File: src/rtl/ram16k_arbiter.sv
// Two-port arbiter in front of a single RAM16k, with a bulk-clear engine.
// Every RAM port is driven from a flop; one access takes IDLE -> ACCESS -> ACK.
module ram16k_arbiter #(
  parameter logic [15:0] FILL_VALUE = 16'h0000,
  parameter int          DEPTH      = 16384
) (
  input  logic        clk,
  input  logic        reset,
  input  logic        r0_req,
  input  logic        r0_we,
  input  logic [13:0] r0_addr,
  input  logic [15:0] r0_wdata,
  output logic        r0_ack,
  output logic [15:0] r0_rdata,
  input  logic        r1_req,
  input  logic        r1_we,
  input  logic [13:0] r1_addr,
  input  logic [15:0] r1_wdata,
  output logic        r1_ack,
  output logic [15:0] r1_rdata,
  input  logic        clr_start,
  output logic        clr_busy,
  output logic [15:0] ram_in,
  output logic [13:0] ram_addr,
  output logic        ram_load,
  input  logic [15:0] ram_out
);

  typedef enum logic [1:0] {IDLE, ACCESS, ACK, CLEAR} state_t;

  localparam logic [13:0] LAST_ADDR = 14'(DEPTH - 1);

  state_t      state_q, state_d;
  logic        r0_ack_q, r0_ack_d, r1_ack_q, r1_ack_d;
  logic [15:0] r0_rdata_q, r0_rdata_d, r1_rdata_q, r1_rdata_d;
  logic [15:0] ram_in_q, ram_in_d;
  logic [13:0] ram_addr_q, ram_addr_d;
  logic        ram_load_q, ram_load_d;
  logic        clr_pending_q, clr_pending_d;
  logic [13:0] cnt_q, cnt_d;
  logic        last_grant_q, last_grant_d;
  logic        grant_q, grant_d;
  logic        pick;

  always_comb begin
    state_d       = state_q;
    r0_ack_d      = 1'b0;
    r1_ack_d      = 1'b0;
    r0_rdata_d    = r0_rdata_q;
    r1_rdata_d    = r1_rdata_q;
    ram_in_d      = ram_in_q;
    ram_addr_d    = ram_addr_q;
    ram_load_d    = ram_load_q;
    cnt_d         = cnt_q;
    last_grant_d  = last_grant_q;
    grant_d       = grant_q;
    clr_pending_d = clr_pending_q | (clr_start && (state_q != CLEAR));
    pick          = (r0_req && r1_req) ? ~last_grant_q : r1_req;

    case (state_q)
      IDLE: begin
        if (clr_pending_q) begin
          state_d       = CLEAR;
          clr_pending_d = 1'b0;
          cnt_d         = '0;
          ram_addr_d    = '0;
          ram_in_d      = FILL_VALUE;
          ram_load_d    = 1'b1;
        end else if (r0_req || r1_req) begin
          state_d    = ACCESS;
          grant_d    = pick;
          ram_addr_d = pick ? r1_addr  : r0_addr;
          ram_in_d   = pick ? r1_wdata : r0_wdata;
          ram_load_d = pick ? r1_we    : r0_we;
          if (r0_req && r1_req) last_grant_d = pick;
        end
      end
      ACCESS: begin
        // ram_load_q still reflects the latched write enable here
        if (!ram_load_q) begin
          if (grant_q) r1_rdata_d = ram_out;
          else         r0_rdata_d = ram_out;
        end
        r0_ack_d   = ~grant_q;
        r1_ack_d   = grant_q;
        ram_load_d = 1'b0;
        state_d    = ACK;
      end
      ACK: state_d = IDLE;
      CLEAR: begin
        if (cnt_q == LAST_ADDR) begin
          state_d    = IDLE;
          ram_load_d = 1'b0;
        end else begin
          cnt_d      = cnt_q + 14'd1;
          ram_addr_d = cnt_q + 14'd1;
        end
      end
      default: state_d = IDLE;
    endcase
  end

  always_ff @(posedge clk) begin
    if (reset) begin
      state_q       <= IDLE;
      r0_ack_q      <= 1'b0;
      r1_ack_q      <= 1'b0;
      r0_rdata_q    <= '0;
      r1_rdata_q    <= '0;
      ram_in_q      <= '0;
      ram_addr_q    <= '0;
      ram_load_q    <= 1'b0;
      clr_pending_q <= 1'b0;
      cnt_q         <= '0;
      last_grant_q  <= 1'b1;
      grant_q       <= 1'b0;
    end else begin
      state_q       <= state_d;
      r0_ack_q      <= r0_ack_d;
      r1_ack_q      <= r1_ack_d;
      r0_rdata_q    <= r0_rdata_d;
      r1_rdata_q    <= r1_rdata_d;
      ram_in_q      <= ram_in_d;
      ram_addr_q    <= ram_addr_d;
      ram_load_q    <= ram_load_d;
      clr_pending_q <= clr_pending_d;
      cnt_q         <= cnt_d;
      last_grant_q  <= last_grant_d;
      grant_q       <= grant_d;
    end
  end

  assign r0_ack   = r0_ack_q;
  assign r1_ack   = r1_ack_q;
  assign r0_rdata = r0_rdata_q;
  assign r1_rdata = r1_rdata_q;
  assign ram_in   = ram_in_q;
  assign ram_addr = ram_addr_q;
  assign ram_load = ram_load_q;
  assign clr_busy = clr_pending_q | (state_q == CLEAR);

endmodule

File: config.mk
export PLATFORM = sky130hd
export DESIGN_NAME = ram16k_arbiter
export DESIGN_NICKNAME = d
export VERILOG_FILES = /design/src/rtl/ram16k_arbiter.sv
export SDC_FILE = /design/constraint.sdc
export NUM_CORES = 1
export LEC_CHECK = 0
export CELL_PAD_IN_SITES_DETAIL_PLACEMENT = 1
export CELL_PAD_IN_SITES_GLOBAL_PLACEMENT = 1
export CORE_MARGIN = 3
export CORE_UTILIZATION = 35
export CTS_BUF_LIST = sky130_fd_sc_hd__clkbuf_16
export DETAILED_ROUTE_END_ITERATION = 10
export PLACE_DENSITY = 0.95
export SYNTH_ARGS = -nofsm -noshare
export SYNTH_HDL_FRONTEND = slang
export SYNTH_SLANG_ARGS = --single-unit
File: constraint.sdc
create_clock -name clk -period 5.5 [get_ports clk]
set_input_delay 1.1 -clock clk [delete_from_list [all_inputs] [get_ports clk]]
set_output_delay 1.1 -clock clk [all_outputs]
set_load 0.005 [all_outputs]
==> flow_metrics.tcl, run 1 <==
set metrics [dict create \
    outcome "complete, no violations" \
    drc 0 \
    synth.net_count 552 \
    finish.utilization_pct 52.0 \
    clk_root_buffer_cell "sky130_fd_sc_hd__clkbuf_16" \
    post_synth_mux_area_share_pct 8.62 \
    synth_area_leaders "sky130_fd_sc_hd__dfxtp_1, sky130_fd_sc_hd__nand2_1, sky130_fd_sc_hd__a21oi_1, sky130_fd_sc_hd__mux2i_1, sky130_fd_sc_hd__a2bb2oi_1" \
    floorplan.initialDensity_pct 36.4 \
    synth_sequential_area_ratio_pct 41.8 \
    gpl.final_weighted_congestion 0.826 \
    routed-via-count 4151 \
    insertedDiodeCount 0 \
    synth.most_common_cell "sky130_fd_sc_hd__nand2_1" \
    drt_iter0_drc 276 \
    globalRoute.totalOverflow 0 \
    routed_via_density 5.63 \
    worstReg2RegStart "cnt_q[0]$_SDFFE_PP0P_" \
    cts_tree "done" \
    design.final.nets 676 \
    clock_latency_ps 340 \
    worstHoldPathType "reg -> reg" \
    postCtsSetupBuffers 0 \
    crit_family "simple AND/OR/NAND/NOR gates" \
    vias_in_the_first_global_route 4469 \
    critical_path_arrival_ps 2510 \
    firstDrtPassIters 4 \
    max-cap-violations 0 \
    drt-total-wl_microns 14400 \
    areaGrowthSynthToFinish_pct 42.7 \
    path_clk_slew_ps 60 \
    clock_buffer_count_from_cts 9 \
    adder_and_majority_cell_fraction_of_the_synthesized_area_pct 0.311 \
    die_h_microns 113 \
    post_synth_simple_gate_area_pct 21.9 \
    critical-path-slowest-cell "sky130_fd_sc_hd__nor2_1" \
    die_area_sq_um 12800 \
    post-synth-top-area-cell "sky130_fd_sc_hd__dfxtp_1" \
    totalNegativeSetupSlack_ps 0 \
    synth_commonest_cells "sky130_fd_sc_hd__nand2_1, sky130_fd_sc_hd__dfxtp_1, sky130_fd_sc_hd__a21oi_1, sky130_fd_sc_hd__nor2_1, sky130_fd_sc_hd__nor3_1" \
    htree_levels 3 \
    crit_path_max_incr_delay_ps 800 \
    boundaryPins 149 \
    endpoint "clr_busy" \
    placement.io_buffers 148 \
    vdd_ir_drop_max_mv 0.181 \
    groute.usage.overall_pct 22.7 \
    grt_pass1_wl_microns 23500 \
    synth-xor-area-share_pct 0.871 \
    detail_route.wl_per_cell_microns 19.6 \
    dpl.hpwl_microns 10600 \
    timing.rr.end "ram_addr[9]$_SDFFE_PP0P_" \
    finClkSkew_ps 5.69 \
    numClockSinks 84 \
    synth_top_family_by_area "simple AND/OR/NAND/NOR gates" \
    synth.ff_latch_count 84 \
    final_layout_size_suffix_gt1_share_pct 7.87 \
    synth_compound_gate_area_share_pct 19.9 \
    share_seq_of_total_power_pct 42.4 \
    comb_power_share_pct 24.3 \
    clock_power_share_pct 33.3 \
    critical_path_required_ps 4400 \
    worst-slew-pin-transition_ps 1260 \
    grt_max_degree 62 \
    die_w_microns 113 \
    final_hold_vio_count 0 \
    crit_fanout 17 \
    synth_edf_count 0 \
    final_cycle_utilization_of_the_critical_path_pct 65.6 \
    crit_chain "and2_2 > nor2_1 > inv_1 > clkdlybuf4s50_1" \
    maxSlewHeadroom_pct 15.8 \
    critical_path.n_buffers_inverters 2 \
    switching_share_pct 28.7 \
    crit_start "state_q[0]$_SDFFE_PP0P_" \
    power.static_leakage_nw 2.01 \
    postCtsResizedCells 0 \
    postCtsHoldBufs 0 \
    ys_async_sr_fraction_pct 0 \
    syn-instance-count 468 \
    net-switching-power_w 0.000475 \
    pwr_density_cell_nw_per_um2 289 \
    netlist.area_leader.share_pct 41.8 \
    final_period_minus_worst_setup_slack_ps 3610 \
    finalMaxSlewViolations 0 \
    core-area_sq_um 11000 \
    ys_types 53 \
    criticalPathCategory "reg -> out" \
    total_number_of_yosys_warnings 0 \
    syn_area_sq_um 4020 \
    setup-violations-final 0 \
    clock_path_buffers 2 \
    cell_internal_pwr_w 0.00118 \
    rrSetupSlack_ps 2840 \
    antenna_found_initial 0 \
    timing.reg2reg.worst_path_depth 5 \
    fmaxAchievable_ghz 0.277 \
    syn_avg_cell_area_sq_um 8.59 \
    synth-main-ff-cell "sky130_fd_sc_hd__dfxtp_1" \
    rows 38 \
    antenna_left 0 \
    setup_repair_after_global_routing_missed_its_margin "false" \
    worst_setup_path_end_kind "primary output" \
    path_depth 4 \
    critical_path.startpoint_type "flop" \
]
-- final cells by class --
class / instances / area (sq um)
Inverter: 7 / 26.3
Tap cell: 140 / 175
Timing Repair Buffer: 151 / 1500
Clock buffer: 9 / 225
Multi-Input combinational cell: 339 / 2090
Clock inverter: 7 / 41.3
Sequential cell: 84 / 1680
Fill cell: 1304 / 5300
-- cells in the final DEF (no fill, tap or decap), types with 2 or more instances in the layout --
master                            instances
sky130_fd_sc_hd__nand4_1                  3
sky130_fd_sc_hd__o31a_2                   2
sky130_fd_sc_hd__nor2_1                  27
sky130_fd_sc_hd__clkbuf_16                9
sky130_fd_sc_hd__inv_1                    8
sky130_fd_sc_hd__clkdlybuf4s50_1        147
sky130_fd_sc_hd__a311oi_1                12
sky130_fd_sc_hd__o21ai_0                 12
sky130_fd_sc_hd__a2bb2oi_1               17
sky130_fd_sc_hd__and3_1                   2
sky130_fd_sc_hd__clkinv_2                 4
sky130_fd_sc_hd__nand3_1                 18
sky130_fd_sc_hd__and4_1                   2
sky130_fd_sc_hd__nand2b_1                 6
sky130_fd_sc_hd__nor4_1                   5
sky130_fd_sc_hd__nand4_4                  2
sky130_fd_sc_hd__nor3_1                  20
sky130_fd_sc_hd__xnor2_1                  3
sky130_fd_sc_hd__inv_6                    2
sky130_fd_sc_hd__a211oi_1                 3
sky130_fd_sc_hd__mux2i_1                 20
sky130_fd_sc_hd__nand2_1                 85
sky130_fd_sc_hd__mux2_2                  13
sky130_fd_sc_hd__dfxtp_1                 84
sky130_fd_sc_hd__a21oi_1                 51
sky130_fd_sc_hd__a31oi_1                  2
sky130_fd_sc_hd__o31ai_1                  5
sky130_fd_sc_hd__a22oi_1                  4
sky130_fd_sc_hd__o21a_1                   2
sky130_fd_sc_hd__buf_4                    3
-- layer usage --
layer / vias to the layer above / wire length [microns] / GRT usage [%]
li1: 1928 / - / -
met1: 2048 / 5370 / 25.5
met2: 148 / 7930 / 42.7
met3: 27 / 841 / 4.71
met4: 0 / 269 / 7.29
met5: - / 0 / 0
-- worst min path at each step --
stage | startpoint | endpoint | slack (ps) | depth (start not counted)
global placement | r0_rdata[11]$_SDFFE_PP0P_ | r0_rdata[11]$_SDFFE_PP0P_ | 440 | 2
detailed placement | r0_rdata[2]$_SDFFE_PP0P_ | r0_rdata[2]$_SDFFE_PP0P_ | 450 | 2
finish | r1_rdata[0]$_SDFFE_PP0P_ | r1_rdata[0]$_SDFFE_PP0P_ | 460 | 2
CTS | r0_rdata[2]$_SDFFE_PP0P_ | r0_rdata[2]$_SDFFE_PP0P_ | 460 | 2
floorplan | r0_rdata[0]$_SDFFE_PP0P_ | r0_rdata[0]$_SDFFE_PP0P_ | 450 | 2
global route | r0_rdata[2]$_SDFFE_PP0P_ | r0_rdata[2]$_SDFFE_PP0P_ | 480 | 2
-- logic make-up (layout without fill, tap and decap cells) --
| logic type | count (synthesis) | count (layout) |
|---|---|---|
| compound gates | 118 | 118 |
| xor+xnor | 4 | 4 |
| fa+ha+maj | 1 | 1 |
| buf+inv | 45 | 174 |
| flops | 84 | 84 |
| mux | 33 | 33 |
| simple gates | 183 | 183 |
-- tightest hold or removal path, delay by kind of cell, from the launching register on --
family	cells	cell delay [ps]
flops	1	310
compound gates	1	60
simple gates	1	50
-- power groups by stage --
stage / Combinational (W) / Sequential, W / Clock (W)
floorplan: 0.000204 / 0.000703 / 0
global placement: 0.000382 / 0.000711 / 0
detailed placement: 0.000401 / 0.000715 / 0
CTS: 0.000405 / 0.000702 / 0.000561
global route: 0.000435 / 0.000709 / 0.000589
finish: 0.000401 / 0.000702 / 0.000552
-- through the flow --
stage / instances / instance area, sq um / setup slack [ps] / hold slack, ps / power [W]
after global routing: 737 / 5740 / 1700 / 477 / 0.00173
after floorplan: 468 / 4020 / 3180 / 453 / 0.000907
after CTS: 737 / 5740 / 1880 / 462 / 0.00167
after detailed placement: 721 / 5470 / 1900 / 451 / 0.00112
after global placement: 721 / 5470 / 2070 / 442 / 0.00109
final: 737 / 5740 / 1890 / 460 / 0.00165
-- state kept, by name, indices dropped and copies added, names as in the netlist --
| name | count |
|---|---|
| last_grant_q | 1 |
| r1_rdata | 16 |
| ram_load | 1 |
| ram_addr | 14 |
| cnt_q | 14 |
| state_q | 2 |
| ram_in | 16 |
| r0_ack | 1 |
| r0_rdata | 16 |
| grant_q | 1 |
| r1_ack | 1 |
| clr_pending_q | 1 |
(Power assumes the default switching activity.)
==> run 2: changes to the inputs <==
CORE_UTILIZATION = 32   (was 35)
PLACE_DENSITY = 0.9   (was 0.95)
clock period = 3.7 ns   (was 5.5 ns; I/O delays follow)
==> run 2 against run 1 <==
  * Die area rose by 8.9%
  * Count of clock-buffer cells in the layout did not move
  * Register-to-register slack got worse by 1700 ps
  * Worst hold slack got worse by 3.7 ps
  * Global-route usage fell by 3.3 points
  * Worst setup slack got worse by 1100 ps
  * Cell area rose by 2.3%
  * Final cell count rose by 4.5%
  * Clock skew rose by 2.2 ps
  * Flip-flop and latch count did not move
  * First-iteration DRC count fell by 25%
  * Critical path type unchanged
  * Highest routed layer unchanged
==> flow_metrics.tcl, run 2 (synthesis gave the netlist of run 1 again) <==
set metrics [dict create \
    outcome "complete, no violations" \
    final_hold_vio_count 0 \
    final_cycle_utilization_of_the_critical_path_pct 78.8 \
    core-area_sq_um 12200 \
    antenna_left 0 \
    numClockSinks 84 \
    clock_buffer_count_from_cts 9 \
    vias_in_the_first_global_route 4308 \
    critical_path_arrival_ps 2180 \
    insertedDiodeCount 0 \
    criticalPathCategory "reg -> out" \
    detail_route.wl_per_cell_microns 18.0 \
    dpl.hpwl_microns 10200 \
    crit_fanout 17 \
    die_area_sq_um 13900 \
    postCtsHoldBufs 0 \
    worstHoldPathType "reg -> reg" \
    maxSlewHeadroom_pct 18.5 \
    finalNonFillerCells 770 \
    number_of_filler_cells_placed_in_the_layout 1415 \
    finish.utilization_pct 48.2 \
    clock_latency_ps 340 \
    grt_max_degree 31 \
    place_inst 754 \
    routed_via_density 5.29 \
    finClkSkew_ps 7.92 \
    drc 0 \
    groute.usage.overall_pct 19.4 \
    die_h_microns 118 \
    grt_pass1_wl_microns 22100 \
    postCtsSetupBuffers 0 \
    critical_path_required_ps 2960 \
    pwr_density_cell_nw_per_um2 450 \
    path_clk_slew_ps 60 \
    design.final.nets 681 \
    placement.io_buffers 148 \
    routed-via-count 4071 \
    report.power.total_w 0.00264 \
    critical_path.startpoint_type "flop" \
    fmaxAchievable_ghz 0.343 \
    power.static_leakage_nw 2.05 \
    placement.setup.worst_slack_ps 846 \
    final_common_cell "sky130_fd_sc_hd__clkdlybuf4s50_1" \
    worst_setup_path_end_kind "primary output" \
    drt_iter0_drc 207 \
    areaGrowthSynthToFinish_pct 45.9 \
    vdd_ir_drop_max_mv 0.240 \
    boundaryPins 149 \
    setup_repair_after_global_routing_missed_its_margin "false" \
    drt-total-wl_microns 13900 \
    globalRoute.totalOverflow 0 \
    max-cap-violations 0 \
    htree_levels 3 \
    clock_path_buffers 2 \
    worst-slew-pin-transition_ps 1220 \
    firstDrtPassIters 4 \
    setup-violations-final 0 \
    totalNegativeSetupSlack_ps 0 \
    floorplan.initialDensity_pct 33.1 \
    final_layout_size_suffix_gt1_share_pct 8.80 \
    finalMaxSlewViolations 0 \
    rows 40 \
    final_period_minus_worst_setup_slack_ps 2920 \
    antenna_found_initial 0 \
    clk_root_buffer_cell "sky130_fd_sc_hd__clkbuf_16" \
    gpl.final_weighted_congestion 0.880 \
    die_w_microns 118 \
    layout.cells.most_common_list "sky130_fd_sc_hd__clkdlybuf4s50_1, sky130_fd_sc_hd__nand2_1, sky130_fd_sc_hd__dfxtp_1, sky130_fd_sc_hd__a21oi_1, sky130_fd_sc_hd__nor2_1" \
    cts_tree "done" \
    postCtsResizedCells 0 \
    finalWorstSetupSlack_ps 783 \
]
## run 2: worst paths after layout
kind,startpoint,to,slack [ps],cells past startpoint
max,state_q[1]$_SDFFE_PP0P_,clr_busy,780,5
min,r0_rdata[11]$_SDFFE_PP0P_,r0_rdata[11]$_SDFFE_PP0P_,460,2
max reg2reg,cnt_q[0]$_SDFFE_PP0P_,ram_addr[9]$_SDFFE_PP0P_,1100,5
min reg2reg,r0_rdata[11]$_SDFFE_PP0P_,r0_rdata[11]$_SDFFE_PP0P_,460,2
## run 2: report_power, final
part	internal, W	switching [W]
registers	0.000981	0.0000613
clock network	0.000597	0.000394
logic	0.000327	0.000279
total	0.00191	0.000734
## run 2: area by class of cell
cell class | instances | area [sq um] | share of cell area (%)
multi-input cells | 339 | 2090 | 35.6
clock inverters | 7 | 98.8 | 1.69
clock buffers | 9 | 225 | 3.84
flip-flops and latches | 84 | 1680 | 28.7
repair buffers | 156 | 1540 | 26.2
well taps | 168 | 210 | 3.58
inverters | 7 | 26.3 | 0.448
## run 2: per-stage QoR
stage	cell area, sq um	hold slack, ps
5_1_grt	5870	485
3_3_place_gp	5540	441
6_report	5870	456
4_1_cts	5870	459
3_5_place_dp	5540	450
2_1_floorplan	4020	453
## run 2: routing by layer
metal  GRT usage, %  up-vias  part of all wire [%]
met5              0        -                     0
met4           9.16        0                   3.1
met3           4.52       35                   5.7
met2           33.9      140                    50
met1           22.2     1965                    41
li1               -     1931                     -
## run 2: critical path: stages, from the launching register on
cell and delay, ps:
sky130_fd_sc_hd__dfxtp_1 540, sky130_fd_sc_hd__and2_2 450, sky130_fd_sc_hd__nor2_1 80, sky130_fd_sc_hd__buf_4 200
sky130_fd_sc_hd__inv_1 60, sky130_fd_sc_hd__clkdlybuf4s50_1 500
